File: config.mk
export PLATFORM = sky130hd
export DESIGN_NAME = minimips_fetch_sequencer
export DESIGN_NICKNAME = d
export VERILOG_FILES = /design/src/rtl/minimips_pkg.sv /design/src/rtl/minimips_pc_unit.sv /design/src/rtl/minimips_fetch_sequencer.sv
export SDC_FILE = /design/constraint.sdc
export NUM_CORES = 1
export LEC_CHECK = 0
export BUFFER_PORTS_ARGS = -buffer_cell sky130_fd_sc_hd__buf_2
export CAP_MARGIN = 20
export CORE_ASPECT_RATIO = 0.6
export CORE_MARGIN = 2
export CORE_UTILIZATION = 54
export CTS_CLUSTER_SIZE = 16
export DETAILED_ROUTE_END_ITERATION = 10
export PLACE_DENSITY = 0.85
export SLEW_MARGIN = 15
export SYNTH_ARGS = -nofsm -noshare
export SYNTH_HDL_FRONTEND = slang
export SYNTH_SLANG_ARGS = --single-unit
File: constraint.sdc
create_clock -name clk -period 3.5 [get_ports clk]
set_input_delay 0.525 -clock clk [delete_from_list [all_inputs] [get_ports clk]]
set_output_delay 0.525 -clock clk [all_outputs]
set_load 0.02 [all_outputs]
File: src/rtl/minimips_pkg.sv
// -----------------------------------------------------------------------------
// minimips_pkg
// Shared types and constants for the MiniMIPS fetch sequencer.
//   fetch_state_t        : sequencer state encoding
//   INSTR_W              : instruction width
//   OPCODE_MSB/LSB       : opcode field position inside an instruction
//   HALT_OPCODE_DEFAULT  : opcode value that stops the sequencer
//   is_halt()            : opcode-field compare helper
// -----------------------------------------------------------------------------
package minimips_pkg;

  localparam int INSTR_W    = 16;
  localparam int OPCODE_MSB = 15;
  localparam int OPCODE_LSB = 12;
  localparam int OPCODE_W   = OPCODE_MSB - OPCODE_LSB + 1;

  localparam logic [OPCODE_W-1:0] HALT_OPCODE_DEFAULT = 4'b1111;

  typedef enum logic [2:0] {
    ST_IDLE,
    ST_FETCH,
    ST_WAIT,
    ST_ISSUE,
    ST_HALT
  } fetch_state_t;

  function automatic logic is_halt(input logic [INSTR_W-1:0]  instr,
                                   input logic [OPCODE_W-1:0] halt_opcode);
    return instr[OPCODE_MSB:OPCODE_LSB] == halt_opcode;
  endfunction

endpackage

File: src/rtl/minimips_pc_unit.sv
// -----------------------------------------------------------------------------
// minimips_pc_unit
// Program counter register.
//   clk, rst_n  : clock, asynchronous active-low reset (PC -> 0)
//   clear_i     : load 0 (program start / restart)
//   load_i      : load target_i (branch/jump redirect)
//   target_i    : redirect word address
//   inc_i       : advance by one word, wrapping modulo 2^AW
//   pc_o        : current PC
// clear_i and load_i are never raised together by the sequencer; clear_i is
// given priority so a start always begins at address 0.
// -----------------------------------------------------------------------------
module minimips_pc_unit #(
  parameter int AW = 8
) (
  input  logic          clk,
  input  logic          rst_n,
  input  logic          clear_i,
  input  logic          load_i,
  input  logic [AW-1:0] target_i,
  input  logic          inc_i,
  output logic [AW-1:0] pc_o
);

  logic [AW-1:0] pc_d, pc_q;

  // NOTE: every signal assigned in always_comb gets a default on entry;
  // a path that skips the assignment would infer a latch.
  always_comb begin
    pc_d = pc_q;
    if (clear_i)     pc_d = '0;
    else if (load_i) pc_d = target_i;
    else if (inc_i)  pc_d = pc_q + AW'(1);  // natural wrap at 2^AW
  end

  // NOTE: state is updated with non-blocking assignments so all flops sample
  // their inputs from the same edge, independent of block ordering.
  always_ff @(posedge clk or negedge rst_n) begin
    if (!rst_n) pc_q <= '0;
    else        pc_q <= pc_d;
  end

  assign pc_o = pc_q;

endmodule

File: src/rtl/minimips_fetch_sequencer.sv
// -----------------------------------------------------------------------------
// minimips_fetch_sequencer
// Fetches 16-bit instructions from a synchronous instruction memory and issues
// them to the MiniMIPS datapath over a valid/ready handshake.
//   clk, rst_n      : clock, asynchronous active-low reset
//   start           : begin at PC 0 when idle or halted
//   imem_rd_en      : memory read strobe (FETCH)
//   imem_addr       : memory word address (= pc)
//   imem_rdata      : memory data, valid the cycle after imem_rd_en
//   instr_out       : instruction register to the datapath
//   instr_valid     : instr_out holds an unissued instruction (ISSUE)
//   core_ready      : datapath accepts instr_out this cycle
//   branch_taken    : redirect request, honoured in FETCH/WAIT/ISSUE
//   branch_target   : redirect word address
//   pc              : current PC
//   halted          : halt opcode reached
//   busy            : in FETCH, WAIT or ISSUE
//   issued_cnt      : accepted instructions, saturating at 16'hFFFF
// Each instruction takes FETCH -> WAIT -> ISSUE, so with core_ready held high
// the sequencer issues one instruction every three cycles.
// -----------------------------------------------------------------------------
module minimips_fetch_sequencer
  import minimips_pkg::*;
#(
  parameter int                  IMEM_AW     = 8,
  parameter logic [OPCODE_W-1:0] HALT_OPCODE = HALT_OPCODE_DEFAULT
) (
  input  logic               clk,
  input  logic               rst_n,
  input  logic               start,
  output logic               imem_rd_en,
  output logic [IMEM_AW-1:0] imem_addr,
  input  logic [INSTR_W-1:0] imem_rdata,
  output logic [INSTR_W-1:0] instr_out,
  output logic               instr_valid,
  input  logic               core_ready,
  input  logic               branch_taken,
  input  logic [IMEM_AW-1:0] branch_target,
  output logic [IMEM_AW-1:0] pc,
  output logic               halted,
  output logic               busy,
  output logic [15:0]        issued_cnt
);

  fetch_state_t       state_d, state_q;
  logic [INSTR_W-1:0] instr_d, instr_q;
  logic [15:0]        issued_cnt_d, issued_cnt_q;
  logic               rd_en_q, valid_q, halted_q, busy_q;
  logic               pc_clear, pc_load, pc_inc;

  minimips_pc_unit #(.AW(IMEM_AW)) u_pc (
    .clk      (clk),
    .rst_n    (rst_n),
    .clear_i  (pc_clear),
    .load_i   (pc_load),
    .target_i (branch_target),
    .inc_i    (pc_inc),
    .pc_o     (pc)
  );

  always_comb begin
    state_d      = state_q;
    instr_d      = instr_q;
    issued_cnt_d = issued_cnt_q;
    pc_clear     = 1'b0;
    pc_load      = 1'b0;
    pc_inc       = 1'b0;

    unique case (state_q)
      ST_IDLE, ST_HALT: begin
        if (start) begin
          pc_clear     = 1'b1;
          issued_cnt_d = '0;
          state_d      = ST_FETCH;
        end
      end

      ST_FETCH: begin
        // A redirect here simply re-fetches from the target; the read issued
        // this cycle is never captured.
        if (branch_taken) begin
          pc_load = 1'b1;
          state_d = ST_FETCH;
        end else begin
          state_d = ST_WAIT;
        end
      end

      ST_WAIT: begin
        // Redirect beats capture, including a halt word in flight.
        if (branch_taken) begin
          pc_load = 1'b1;
          state_d = ST_FETCH;
        end else begin
          instr_d = imem_rdata;
          state_d = is_halt(imem_rdata, HALT_OPCODE) ? ST_HALT : ST_ISSUE;
        end
      end

      ST_ISSUE: begin
        // An accepted instruction counts even when a redirect arrives in the
        // same cycle; the redirect only decides where the next fetch goes.
        if (core_ready && issued_cnt_q != 16'hFFFF)
          issued_cnt_d = issued_cnt_q + 16'd1;
        if (branch_taken) begin
          pc_load = 1'b1;
          state_d = ST_FETCH;
        end else if (core_ready) begin
          pc_inc  = 1'b1;
          state_d = ST_FETCH;
        end
      end

      default: state_d = ST_IDLE;
    endcase
  end

  // Outputs are decoded from the next state and registered, so they are
  // glitch-free and line up with the state they describe.
  // NOTE: the instruction register is a single word with a defined reset value,
  // so it is reset with the rest of the state rather than left uninitialised.
  always_ff @(posedge clk or negedge rst_n) begin
    if (!rst_n) begin
      state_q      <= ST_IDLE;
      instr_q      <= '0;
      issued_cnt_q <= '0;
      rd_en_q      <= 1'b0;
      valid_q      <= 1'b0;
      halted_q     <= 1'b0;
      busy_q       <= 1'b0;
    end else begin
      state_q      <= state_d;
      instr_q      <= instr_d;
      issued_cnt_q <= issued_cnt_d;
      rd_en_q      <= (state_d == ST_FETCH);
      valid_q      <= (state_d == ST_ISSUE);
      halted_q     <= (state_d == ST_HALT);
      busy_q       <= (state_d == ST_FETCH) || (state_d == ST_WAIT) ||
                      (state_d == ST_ISSUE);
    end
  end

  assign imem_rd_en  = rd_en_q;
  assign imem_addr   = pc;
  assign instr_out   = instr_q;
  assign instr_valid = valid_q;
  assign halted      = halted_q;
  assign busy        = busy_q;
  assign issued_cnt  = issued_cnt_q;

endmodule

==> results_dict.tcl <==
set metrics [dict create \
    io_buffer_count 80 \
    die_w_um 90.6 \
    maxSlewViolCount 0 \
    finalSetupViolCount 0 \
    post-route-util_pct 68.2 \
    filler_cell_count 335 \
    dpl_cell_area_sq_mm 0.00276 \
    path_clk_slew_ns 0.09 \
    vdd_ir_drop_max_uv 458 \
    r2r_setup_slack_ns 1.41 \
    start_util_pct 57.7 \
    worst_pin_slew_ns 0.857 \
    cts_tree "yes" \
    fin_skew_ns 0.00679 \
    cts_buffers 5 \
    via_count 2168 \
    ys_seq_area_share_pct 48.4 \
    synthTopCellsByArea "dfrtp_1 48%, mux2_2 7.4%, buf_4 3.1%, o21ai_1 2.9%, nand2_1 2.8%" \
    cp-start-kind "register" \
    rr_worst_depth 6 \
    pre_cts_slack_ns 1.45 \
    clock_path_buffers 2 \
    place_congestion 0.881 \
    power.density_mw_per_mm2 733 \
    hold_violations 0 \
    dp_hpwl_um 4060 \
    layout_common_cells "80 x buf_2, 47 x dfrtp_1, 18 x nand2_1" \
    crit_type "register to register" \
    layout_setup_ws_ns 1.41 \
    design.core.area_sq_mm 0.00421 \
    slew_headroom_pct 42.3 \
    ios 81 \
    synth_cells 240 \
    clock-root-buffer "clkbuf_8" \
    endpoint_kind "register" \
    synth_area_sq_mm 0.00243 \
    setup_tns_ns 0 \
    max-cap-violations 0 \
    postSynthAreaPerCell_sq_um 10.1 \
    cts_resized 0 \
    drc 0 \
    grt_antenna_before_repair 0 \
    status "finished, final reports clean" \
    row_count 18 \
    required_ns 3.69 \
    vias_per_cell 5.91 \
    total_power_mw 2.10 \
    drt-wirelength-per-cell_um 15.5 \
    final_cell_count_no_fill 367 \
    synth_edf_count 0 \
    grt_pass1_vias 1997 \
    cts_setup_buffers 0 \
    holdWs_ns 0.0829 \
    synth_ff_type "dfrtp_1" \
    post-route-period-util_pct 59.8 \
    clock-sinks 47 \
    nets 337 \
    overflow 0 \
    rsz0062_at_grt "no" \
    drt_first_iter_violations 191 \
    fmax_mhz 478 \
    hold_buffers 0 \
    grt_max_degree 48 \
    h-tree-depth 2 \
    r2r_end "issued_cnt[11]" \
    power.leakage_nw 1.38 \
    synth_largest_area_cell "dfrtp_1" \
    grt_pass1_wl_um 9440 \
    drive_gt1_share_pct 36.8 \
    die_h_um 56.0 \
    layout_commonest_cell "buf_2" \
    async_reset_ff_share_pct 100 \
    diodes 0 \
    grtUsageTotal_pct 23.0 \
    path_max_fanout 12 \
    totalWireLength_um 5680 \
    placedCellCount 358 \
    finalCriticalPeriod_ns 2.09 \
    ys_warn_count 0 \
    arrival_ns 2.29 \
    postLayoutCellArea_sq_mm 0.00287 \
    antenna_left 0 \
    firstDrtPassIters 4 \
    insertion_delay_ns 0.30 \
    areaGrowthSynthToFinish_pct 18.1 \
    hold_path.class "input port to async pin" \
    synth_top_area_share_pct 48.4 \
    synth_cell_types 48 \
    synth_seq_cells 47 \
    synth_fp_nets 271 \
    die_area_sq_mm 0.00507 \
    r2r-start "issued_cnt[0]" \
]
==> power breakdown <==
group	total, mW	leakage, nW	internal, mW	switching, mW
Sequential	0.858	0.603	0.709	0.150
Combinational	0.911	0.735	0.349	0.562
Clock	0.333	0.0418	0.144	0.189
==> registers in the layout, summed over array words and instances (netlist names) <==
register and count:
busy 1, issued_cnt 16, instr_out 16, instr_valid 1
state_q 3, halted 1, u_pc.pc_o 8, imem_rd_en 1
==> worst max path at each step <==
| stage | startpoint | depth (start not counted) | slack [ns] | end |
|---|---|---|---|---|
| after floorplan | issued_cnt[0] | 8 | 1.52 | issued_cnt[3] |
| after global placement | branch_taken | 4 | 1.53 | u_pc.pc_o[4] |
| after detailed placement | issued_cnt[0] | 6 | 1.45 | issued_cnt[11] |
| after CTS | issued_cnt[0] | 6 | 1.44 | issued_cnt[11] |
| after global routing | state_q[0] | 4 | 1.22 | u_pc.pc_o[4] |
| final | issued_cnt[0] | 6 | 1.41 | issued_cnt[11] |
==> cell usage after synthesis, types with 3 or more instances <==
library cell / number
dfrtp_1: 47
nand2_1: 18
mux2_2: 16
nor2_1: 14
o21ai_1: 14
a21oi_1: 11
buf_4: 10
nand3_1: 10
nor3_1: 9
o21ai_0: 9
nand4_1: 8
a31oi_1: 7
clkbuf_1: 6
o31ai_1: 5
a21o_1: 4
and3_1: 4
buf_2: 4
buf_6: 3
nor3b_1: 3
o211ai_1: 3
==> cell families (layout without fill, tap and decap cells) <==
family	count (synthesis)	count (layout)	synth area share, %
adder cells (fa/ha/maj)	2	2	1.03
multiplexers	16	16	7.41
AND/OR/NAND/NOR	80	80	17.8
AO/OA/AOI/OAI	71	71	18.9
buffers and inverters	24	91	6.38
flip-flops	47	47	48.4
==> worst max-delay path: stages, from the launching register on <==
cell and delay (ns):
dfrtp_1 0.42, ha_1 0.23, nand4_1 0.15, or4_4 0.52, a21oi_4 0.36, nor3_1 0.11
o21a_1 0.19
==> metal layers <==
| layer | track usage, % | wire length, um | vias up |
|---|---|---|---|
| met1 | 34.0 | 2650 | 998 |
| met3 | 6.78 | 562 | 17 |
| met4 | 7.25 | 112 | 0 |
| met5 | 0 | 0 | - |
| met2 | 32.5 | 2350 | 130 |
| li1 | - | - | 1023 |
==> cell type report <==
class | instances | area (sq um) | area share (%)
Multi-Input combinational cell | 169 | 1100 | 38.3
Timing Repair Buffer | 82 | 428 | 14.9
Tap cell | 60 | 75.1 | 2.62
Clock inverter | 2 | 16.3 | 0.567
Clock buffer | 6 | 72.6 | 2.53
Inverter | 1 | 3.75 | 0.131
Sequential cell | 47 | 1180 | 41.0
Power figures use the tool's default switching activity.
